File: config.mk
export PLATFORM = sky130hd
export DESIGN_NAME = trace_buffer_arbiter
export DESIGN_NICKNAME = d
export VERILOG_FILES = /design/src/rtl/trace_buffer_arbiter.sv
export SDC_FILE = /design/constraint.sdc
export NUM_CORES = 1
export LEC_CHECK = 0
export ABC_AREA = 1
export CORE_MARGIN = 4
export CORE_UTILIZATION = 25
export CTS_BUF_LIST = sky130_fd_sc_hd__clkbuf_4 sky130_fd_sc_hd__clkbuf_8 sky130_fd_sc_hd__clkbuf_16
export CTS_CLUSTER_DIAMETER = 200
export DETAILED_ROUTE_END_ITERATION = 7
export PLACE_DENSITY = 0.56
export SLEW_MARGIN = 10
export SYNTH_ARGS = -nofsm -noshare
export SYNTH_HDL_FRONTEND = slang
export SYNTH_SLANG_ARGS = --single-unit
File: constraint.sdc
create_clock -name clk -period 4.9 [get_ports clk]
set_input_delay 0.98 -clock clk [delete_from_list [all_inputs] [get_ports clk]]
set_output_delay 0.98 -clock clk [all_outputs]
set_load 0.01 [all_outputs]
File: src/rtl/trace_buffer_arbiter.sv
// Trace buffer arbiter: sole owner of the column trace buffer port.
// Display reads stream at one per clock and always win over tracer writes.
module trace_buffer_arbiter #(
    parameter int unsigned COLUMNS = 640
) (
    input  logic        clk,
    input  logic        reset,
    input  logic        frame_start,
    input  logic        wr_valid,
    output logic        wr_ready,
    input  logic [9:0]  wr_column,
    input  logic [14:0] wr_data,
    input  logic        rd_req,
    output logic        rd_ready,
    input  logic [9:0]  rd_column,
    output logic        rd_valid,
    output logic [14:0] rd_data,
    output logic [9:0]  wr_count,
    output logic        wr_done,
    output logic        buf_cs,
    output logic        buf_we,
    output logic        buf_oe,
    output logic [9:0]  buf_column,
    output logic [14:0] buf_wdata,
    output logic        buf_drive,
    input  logic [14:0] buf_rdata
);

    typedef enum logic [1:0] {StIdle, StRead, StTail, StWr} state_e;

    localparam logic [10:0] ColLimit = 11'(COLUMNS);
    localparam logic [9:0]  CountMax = 10'(COLUMNS);

    state_e state_q, state_d;

    logic        buf_cs_q, buf_cs_d;
    logic        buf_we_q, buf_we_d;
    logic        buf_oe_q, buf_oe_d;
    logic        buf_drive_q, buf_drive_d;
    logic [9:0]  buf_column_q, buf_column_d;
    logic [14:0] buf_wdata_q, buf_wdata_d;

    // Read slots: slot1 = address on the bus, slot2 = buffer driving data.
    logic        slot1_vld_q, slot1_inr_q;
    logic        slot2_vld_q, slot2_inr_q;
    logic        rd_valid_q;
    logic [14:0] rd_data_q;

    logic [9:0]  wr_count_q, wr_count_d, wr_count_base;
    logic        wr_done_q, wr_done_d;
    logic        wr_inc;

    logic rd_accept, wr_accept;
    logic rd_in_range, wr_in_range;

    assign rd_in_range = {1'b0, rd_column} < ColLimit;
    assign wr_in_range = {1'b0, wr_column} < ColLimit;

    assign rd_ready  = (state_q != StWr);
    assign wr_ready  = (state_q == StIdle) && !rd_req;
    assign rd_accept = rd_req && rd_ready;
    assign wr_accept = wr_valid && wr_ready;

    always_ff @(posedge clk) begin
        if (reset) begin
            state_q <= StIdle;
        end else begin
            state_q <= state_d;
        end
    end

    always_comb begin
        state_d      = state_q;
        buf_cs_d     = buf_cs_q;
        buf_we_d     = buf_we_q;
        buf_oe_d     = buf_oe_q;
        buf_drive_d  = buf_drive_q;
        buf_column_d = buf_column_q;
        buf_wdata_d  = buf_wdata_q;

        unique case (state_q)
            StIdle:  state_d = rd_accept ? StRead : (wr_accept ? StWr : StIdle);
            StRead:  state_d = rd_accept ? StRead : StTail;
            StTail:  state_d = rd_accept ? StRead : StIdle;
            default: state_d = StIdle;
        endcase

        // Strobes are set up for the state being entered, so they register with it.
        unique case (state_d)
            StRead: begin
                buf_cs_d     = rd_in_range;
                buf_we_d     = 1'b0;
                buf_oe_d     = 1'b1;
                buf_drive_d  = 1'b0;
                buf_column_d = rd_column;
            end
            StTail: begin
                // Hold cs/oe/column so the buffer keeps driving the last read.
            end
            StWr: begin
                buf_cs_d     = wr_in_range;
                buf_we_d     = wr_in_range;
                buf_oe_d     = 1'b0;
                buf_drive_d  = 1'b1;
                buf_column_d = wr_column;
                buf_wdata_d  = wr_data;
            end
            default: begin
                buf_cs_d    = 1'b0;
                buf_we_d    = 1'b0;
                buf_oe_d    = 1'b0;
                buf_drive_d = 1'b0;
            end
        endcase
    end

    always_ff @(posedge clk) begin
        if (reset) begin
            buf_cs_q     <= 1'b0;
            buf_we_q     <= 1'b0;
            buf_oe_q     <= 1'b0;
            buf_drive_q  <= 1'b0;
            buf_column_q <= '0;
            buf_wdata_q  <= '0;
        end else begin
            buf_cs_q     <= buf_cs_d;
            buf_we_q     <= buf_we_d;
            buf_oe_q     <= buf_oe_d;
            buf_drive_q  <= buf_drive_d;
            buf_column_q <= buf_column_d;
            buf_wdata_q  <= buf_wdata_d;
        end
    end

    always_ff @(posedge clk) begin
        if (reset) begin
            slot1_vld_q <= 1'b0;
            slot1_inr_q <= 1'b0;
            slot2_vld_q <= 1'b0;
            slot2_inr_q <= 1'b0;
            rd_valid_q  <= 1'b0;
            rd_data_q   <= '0;
        end else begin
            slot1_vld_q <= rd_accept;
            slot1_inr_q <= rd_in_range;
            slot2_vld_q <= slot1_vld_q;
            slot2_inr_q <= slot1_inr_q;
            rd_valid_q  <= slot2_vld_q;
            if (slot2_vld_q) begin
                rd_data_q <= slot2_inr_q ? buf_rdata : '0;
            end
        end
    end

    // frame_start clears first, so a write in the same cycle lands on a fresh count.
    always_comb begin
        wr_count_base = frame_start ? '0 : wr_count_q;
        wr_inc        = wr_accept && wr_in_range && (wr_count_base != CountMax);
        wr_count_d    = wr_count_base + 10'(wr_inc);
        wr_done_d     = wr_inc && (wr_count_d == CountMax);
    end

    always_ff @(posedge clk) begin
        if (reset) begin
            wr_count_q <= '0;
            wr_done_q  <= 1'b0;
        end else begin
            wr_count_q <= wr_count_d;
            wr_done_q  <= wr_done_d;
        end
    end

    assign buf_cs     = buf_cs_q;
    assign buf_we     = buf_we_q;
    assign buf_oe     = buf_oe_q;
    assign buf_drive  = buf_drive_q;
    assign buf_column = buf_column_q;
    assign buf_wdata  = buf_wdata_q;
    assign rd_valid   = rd_valid_q;
    assign rd_data    = rd_data_q;
    assign wr_count   = wr_count_q;
    assign wr_done    = wr_done_q;

    a_no_bus_fight: assert property (@(posedge clk) disable iff (reset)
        !(buf_drive_q && buf_oe_q));

    a_turnaround: assert property (@(posedge clk) disable iff (reset)
        (state_q == StRead || state_q == StTail) |=> !buf_drive_q);

endmodule

== Word level (Yosys, flattened, before mapping) ==
Cells that the tools add are included.
Operators by class
  muxes and demuxes: 12
  eq/ne operators: 8
  add/sub/neg operators: 1
  order comparisons: 2
  reduce and logical (&&, ||, !) cells: 9
Operator list (number)
  10-bit < comparator (second input constant): 2
  10-bit one-hot mux with 2 select lines: 1
  15-bit 2-to-1 mux: 1
  10-bit by 1-bit adder with 10-bit output: 1
  10-bit == test (second input constant): 1
  10-bit 2-to-1 mux: 1
  10-bit inequality test (second input constant): 1
  2-bit == test (second input constant): 3
  1-bit logical AND: 6
  2-bit 2-to-1 mux: 3
  1-bit one-hot mux with 2 select lines: 3
  2-bit one-hot mux with 3 select lines: 1
  2-bit by 1-bit == test with 1-bit output (second input constant): 2
  1-bit one-hot mux with 3 select lines: 1
  2-bit zero test: 1
  2-bit inequality test (second input constant): 1
  2-bit nonzero test: 1
  1-bit zero test: 1
  1-bit 2-to-1 mux: 1
Storage, ports and cells
  word-level logic and storage cells: 47
  bits of input ports: 55
  output and inout bits: 58
  register bits after elaboration: 62

== Depth between registers and ports, before layout ==
Gate-level depths: netlist (run 1).
  word-level depth: 8
  gate-level depth with buffers: 17
  mapped depth without buffers: 17

== Worst setup path before layout (run 1) ==
OpenSTA, ideal clock, no wires.
  path kind: input to register
  start: in rd_req
  end: reg wr_done_q (netlist: wr_done)
  slack: 2378 ps
  arrival: 2411 ps
  stages: 15
  library setup time: 111 ps
  buffers on the path: 0
  cells stage by stage: inv_1 nand2_1 nor2_2 nand2_4 nor2_4 nand2_1 inv_1 ha_1 nand3_1 nor2_1 o21ai_0 nand2_1 nor2_1 nand3_1 nor2_1
Between the ends
  longest elaborated chain between the ends: 8
RTL lines
  from (decl): RTL line 13  | input logic rd_req,
  1-bit zero test (*): RTL line 60  | assign wr_ready = (state_q == StIdle) && !rd_req;
  1-bit logical AND (*): RTL line 60
  via wr_ready: RTL line 10  | output logic wr_ready,
  1-bit logical AND (*): RTL line 62  | assign wr_accept = wr_valid && wr_ready;
  1-bit logical AND (*) (2 in a row): RTL line 158  | wr_inc = wr_accept && wr_in_range && (wr_count_base != CountMax);
  10-bit by 1-bit adder with 10-bit output: RTL line 159  | wr_count_d = wr_count_base + 10'(wr_inc);
  10-bit == test: RTL line 160  | wr_done_d = wr_inc && (wr_count_d == CountMax);
  1-bit logical AND (*): RTL line 160
  to (signal assigned): RTL line 169  | wr_done_q <= wr_done_d;
  to (decl): RTL line 50  | logic wr_done_q, wr_done_d;
Mark *: on every way through the listed nets, which the timed path passes. The rest lies on a longest branch.
A chain may end at the register's enable or synchronous reset.

== Worst setup path in the final report (run 1) ==
  start: in rd_req
  end: out wr_ready
Between the ends
  longest elaborated chain between the ends: 2
RTL lines (RTL line)
  1-bit zero test: 60
  1-bit logical AND: 60
  to (decl): 10
No other way between the ends.

==> impl_metrics.ini, run 1 <==
[timing]
fin_skew_ns = 0.0102
worstMarginPinSlew_ns = 0.862
fin_setup_tns_ns = 0
maxSlewViolCount = 0
rsz0062_at_grt = no
fmax_ghz = 0.309
slew_headroom = 0.425
period_needed_ns = 3.23
finalHoldViolations = 0
setup_viol = 0
fin_crit_sh = 0.660

[logic_synthesis]
yosysWarnings = 0
ys_types = 27
synth-seq-cells = 62
synth_seq_area_share = 0.493
synth_area_um2 = 2520
syn_avg_cell_area_um2 = 7.36
synth.net_count = 399
synthCells = 342

[critical_path]
critPathMostFrequentCell = clkdlybuf4s50_1
reg2reg_slack_ns = 2.76
cp_num_buf_inv = 3
reg2reg_from = state_q[1]
cpMaxStageDelayCell = clkdlybuf4s50_1
cp_max_fo = 2
crit_path_end_kind = output pin
crit_path_start_kind = input pin
ff2ff_path_depth = 15
required_ns = 3.92
cp_top_family = buffers and inverters
critPathKind = input pin to output pin
timing.rr.end = wr_done
cp_slowest_stage_delay_ns = 0.57
crit_chain = clkdlybuf4s50_1, inv_1, nand2_1, nor2_2, clkdlybuf4s50_1
cp.arrival_ns = 2.25

[global_route]
grt_pass1_vias = 2563
grt_pass1_wl_mm = 12.1
grt-ovfl-total = 0
grt_antenna_before_repair = 0
grt_max_degree = 47
grt_usage = 0.130

[die]
pin_count = 113
num_rows = 36
die_x_um = 108
core_area_um2 = 9770
die_h_um = 108
initial_core_util = 0.257
die-area_um2 = 11700

[placement]
placed_area_um2 = 3720
routabilityCongestion = 0.848
port_buffers = 112
dp.final_hpwl_mm = 5.21
dp_cells = 572

[detailed_routing]
wirelength_met1_mm = 3.14
ant_nets = 0
routed_wl_mm = 7.26
top_layer = met4
dr_wl_met3_um = 822
firstDrtPassIters = 4
drc_errors = 0
wl_met2_mm = 3.20
viasPerCell = 4.36
dr_total_vias = 2565
drtIter0Drc = 73
wl_per_cell_um = 12.3

[power]
p_leak_nw = 1.49
ir_drop_mv = 0.123
p_per_area_nw_per_um2 = 302

[clocking]
cts_hold_buf = 0
cts-resized-gates = 0
clk_path_buf_depth = 2
clk_pin_slew_worst_paths_ns = 0.07
clock_tree.htree_level_count = 3
clk_latency_ns = 0.34
cts_root_buf = clkbuf_8
cts_sinks = 62
cts_buffers = 9
post_cts_buffers = 0
cts_tree = done

[finish]
finalNonFillerCells = 588
final_cell_area_um2 = 3950
drive_gt1_frac = 0.0615
fin_util = 0.405
fin_nets = 507
syn_to_final_growth_pct = 57.1
antennaDiodeCount = 0

[min_path]
hold-path-endpoint = slot2_vld_q
hp-class = flip-flop to flip-flop
min-delay-start = slot1_vld_q
hold_depth = 2

[status]
status = finished clean

[job]
cap_viol_max_count = 0
## report_power, final
part           internal (mW)  switching (mW)  leakage, nW  total, mW
Combinational         0.0778          0.0597        0.876      0.137
Sequential             0.522          0.0122        0.505      0.534
Clock                  0.304           0.219        0.113      0.523
Total                  0.903           0.291         1.49       1.19
## Yosys cell counts, drive strengths merged
cell type,number,area share
ha,2,0.0099
clkbuf,9,0.013
xor2,1,0.0035
a21oi,37,0.074
a31oi,10,0.025
nand2,113,0.17
buf,7,0.020
o22ai,1,0.0025
nand4,1,0.0025
nand3,30,0.065
o21a,2,0.0060
o21ai,2,0.0040
nor3,1,0.0040
nor2,34,0.059
dfxtp,62,0.49
nand3b,1,0.0030
clkinv,2,0.0035
inv,27,0.040
## worst min-delay path, stage by stage (launching register included)
cell     delay [ns]
dfxtp_1        0.30
inv_1          0.04
nor2_1         0.03
## flip-flops by register name, indices dropped and copies added (netlist names)
name / cells
state_q: 2
buf_cs: 1
buf_drive: 1
rd_valid: 1
slot2_inr_q: 1
wr_count: 10
rd_data: 15
buf_wdata: 15
buf_column: 10
slot2_vld_q: 1
buf_oe: 1
slot1_inr_q: 1
slot1_vld_q: 1
wr_done: 1
buf_we: 1
## kinds of logic after synthesis
family	count (synthesis)	share of synthesized area
XOR/XNOR	1	0.00348
AND/OR/NAND/NOR	180	0.305
buffers and inverters	45	0.0771
AO/OA/AOI/OAI	52	0.111
adder cells (fa/ha/maj)	2	0.00994
flip-flops	62	0.493
## cell type report
cell class                      instances  area, um2
Timing Repair Buffer                  113       1120
Sequential cell                        62       1240
Tap cell                              133        166
Clock buffer                           10        138
Inverter                               29        110
Clock inverter                          6       93.8
Multi-Input combinational cell        235       1080
Fill cell                            1049       5820
## layer usage
layer / vias to the layer above / global-route usage
met5: - / 0
met4: 0 / 0.0514
met3: 9 / 0.0573
met2: 91 / 0.202
met1: 1157 / 0.158
li1: 1308 / -
## cell usage in the layout, fill, tap and decap left out
cell and instances:
xor2_1 1, buf_4 1, a21oi_1 37, nor2_1 30
nor3_2 1, a31oi_1 10, dfxtp_1 62, bufinv_16 2
nand2_4 1, nand4_1 1, inv_2 1, ha_1 2
nand2_2 1, inv_6 1, clkinvlp_4 1, o21a_1 2
inv_1 26, o22ai_1 1, nand3_4 1, nand3_1 29
buf_2 1, clkinv_2 1, clkinv_1 1, nor2_4 2
o21ai_0 2, clkinv_4 2, nand2_1 111, clkdlybuf4s50_1 111
clkbuf_8 10, nor2_2 2, nand3b_1 1
## how the worst max path moves through the flow
stage                start       end  slack (ns)  cells past startpoint
global route        rd_req  wr_ready        1.56                      5
detailed placement  rd_req  wr_ready        1.68                      5
CTS                 rd_req  wr_ready        1.67                      5
finish              rd_req  wr_ready        1.67                      5
floorplan           rd_req   wr_done        2.38                     15
global placement    rd_req  wr_ready        1.69                      5
## stage by stage
step           power (mW)  hold WS, ns  worst slack, ns
2_1_floorplan       0.598        0.388             2.38
3_3_place_gp        0.684        0.393             1.69
3_5_place_dp        0.685        0.395             1.68
4_1_cts              1.22        0.404             1.67
5_1_grt              1.25        0.433             1.56
6_report             1.19        0.404             1.67
Power figures use the tool's default switching activity.
==> inputs of run 2 (changes only) <==
==> constraint.sdc (replaced) <==
create_clock -name clk -period 3.3 [get_ports clk]
set_input_delay 0.66 -clock clk [delete_from_list [all_inputs] [get_ports clk]]
set_output_delay 0.66 -clock clk [all_outputs]
set_load 0.01 [all_outputs]
==> run 2 against run 1 <==
Against the previous run: global-route usage down 0.25 points; sequential power up 49%; setup slack worse by 0.96 ns; flip-flop and latch count unchanged; combinational power up 49%; clock-buffer cell count up 2; critical endpoint is now wr_done; largest cell class unchanged.
==> impl_metrics.ini, run 2 (synthesis results as in run 1) <==
[global_route]
grt_usage = 0.128
grt_pass1_wl_mm = 12.0
grt_max_degree = 49
grt-ovfl-total = 0
grt_pass1_vias = 2567
grt_antenna_before_repair = 0

[timing]
fin_setup_tns_ns = 0
period_needed_ns = 2.60
fmax_ghz = 0.385
setup_viol = 0
fin_crit_sh = 0.787
worstMarginPinSlew_ns = 0.920
slew_headroom = 0.386
rsz0062_at_grt = no
finalHoldViolations = 0
holdWs_ns = 0.402
fin_skew_ns = 0.00662
maxSlewViolCount = 0

[power]
power_frac_comb = 0.116
netSwitchingPower_uw = 400
netSwitchingFraction = 0.228
ir_drop_mv = 0.174
intPower_mw = 1.35
p_per_area_nw_per_um2 = 444
pwr-share-seq = 0.453
pwr-share-clk = 0.431
p_total_mw = 1.75
p_leak_nw = 1.50

[clocking]
cts_root_buf = clkbuf_8
cts_buffers = 9
cts_hold_buf = 0
clk_path_buf_depth = 2
clk_pin_slew_worst_paths_ns = 0.06
cts-resized-gates = 0
clk_latency_ns = 0.33
cts_tree = done
clock_tree.htree_level_count = 3
post_cts_buffers = 0
cts_sinks = 62

[critical_path]
crit_path_end_kind = flip-flop
cp.arrival_ns = 2.86
critPathKind = input pin to flip-flop
crit_start = rd_req
reg2reg_from = state_q[1]
required_ns = 3.56
crit_path_start_kind = input pin
cp_max_fo = 18

[detailed_routing]
ant_nets = 0
drtIter0Drc = 71
routed_wl_mm = 7.37
viasPerCell = 4.37
dr_total_vias = 2568
wl_per_cell_um = 12.5
drc_errors = 0
firstDrtPassIters = 4

[min_path]
hp-class = flip-flop to flip-flop
min-delay-start = slot1_inr_q

[placement]
dp.final_hpwl_mm = 5.27
routabilityCongestion = 0.853
port_buffers = 112

[finish]
antennaDiodeCount = 0
syn_to_final_growth_pct = 56.8
drive_gt1_frac = 0.0615
fin_nets = 507
fill_cells = 1038
layout_common_cells = nand2_1, clkdlybuf4s50_1, dfxtp_1

[status]
status = finished clean

[die]
core_area_um2 = 9770
pin_count = 113
initial_core_util = 0.257
num_rows = 36
die_x_um = 108
die-area_um2 = 11700
die_h_um = 108

[job]
cap_viol_max_count = 0
[run 2: cell count changes in the layout (fill, tap and decap cells not counted)]
cell and delta:
clkbuf_4 +2, clkinv_2 +2, inv_6 -1, clkinv_4 -2
clkinvlp_4 -1
[run 2: final cells by class]
type / count / area, um2 / share of cell area
multi-input cells: 235 / 1080 / 0.274
clock buffers: 12 / 153 / 0.0387
repair buffers: 113 / 1120 / 0.285
clock inverters: 4 / 70.1 / 0.0178
flip-flops and latches: 62 / 1240 / 0.315
well taps: 133 / 166 / 0.0422
inverters: 29 / 110 / 0.0279
[run 2: per-stage QoR]
| stage | utilization | area (um2) | setup WS [ns] | std cells |
|---|---|---|---|---|
| final | 0.404 | 3950 | 0.702 | 588 |
| after global routing | 0.404 | 3950 | 0.454 | 588 |
| after CTS | 0.404 | 3950 | 0.695 | 588 |
| after detailed placement | 0.381 | 3720 | 0.385 | 572 |
| after global placement | 0.381 | 3720 | 0.499 | 572 |
| after floorplan | - | 2520 | 1.10 | 342 |
[run 2: power groups by stage]
stage                     combinational (mW)  clock, mW  sequential [mW]
final                                  0.204      0.754            0.793
after global routing                   0.224      0.813            0.797
after CTS                              0.208      0.782            0.793
after detailed placement               0.207          0            0.810
after global placement                 0.206          0            0.810
after floorplan                       0.0733          0            0.815
[run 2: worst paths after layout]
check                endpoint  slack, ns  depth (start not counted)
hold / removal    slot2_inr_q       0.40                          2
hold reg to reg   slot2_inr_q       0.40                          2
setup / recovery      wr_done       0.70                         17
setup reg to reg      wr_done       1.16                         16
[run 2: routing by layer]
metal	routed length (um)	GRT usage	vias up
li1	-	-	1306
met1	3200	0.149	1156
met2	3330	0.210	99
met3	779	0.0609	7
met4	58	0.0325	0
met5	0	0	-
[run 2: worst max-delay path: stages]
cell	delay, ns
clkdlybuf4s50_1	0.42
inv_1	0.06
nand2_1	0.07
nor2_2	0.15
nand2_4	0.17
nor2_4	0.15
nand2_1	0.08
inv_1	0.08
ha_1	0.17
nand3_1	0.17
nor2_4	0.20
nand2_1	0.08
nand2_1	0.08
nand2_1	0.05
nor2_1	0.10
nand3_1	0.07
nor2_1	0.10
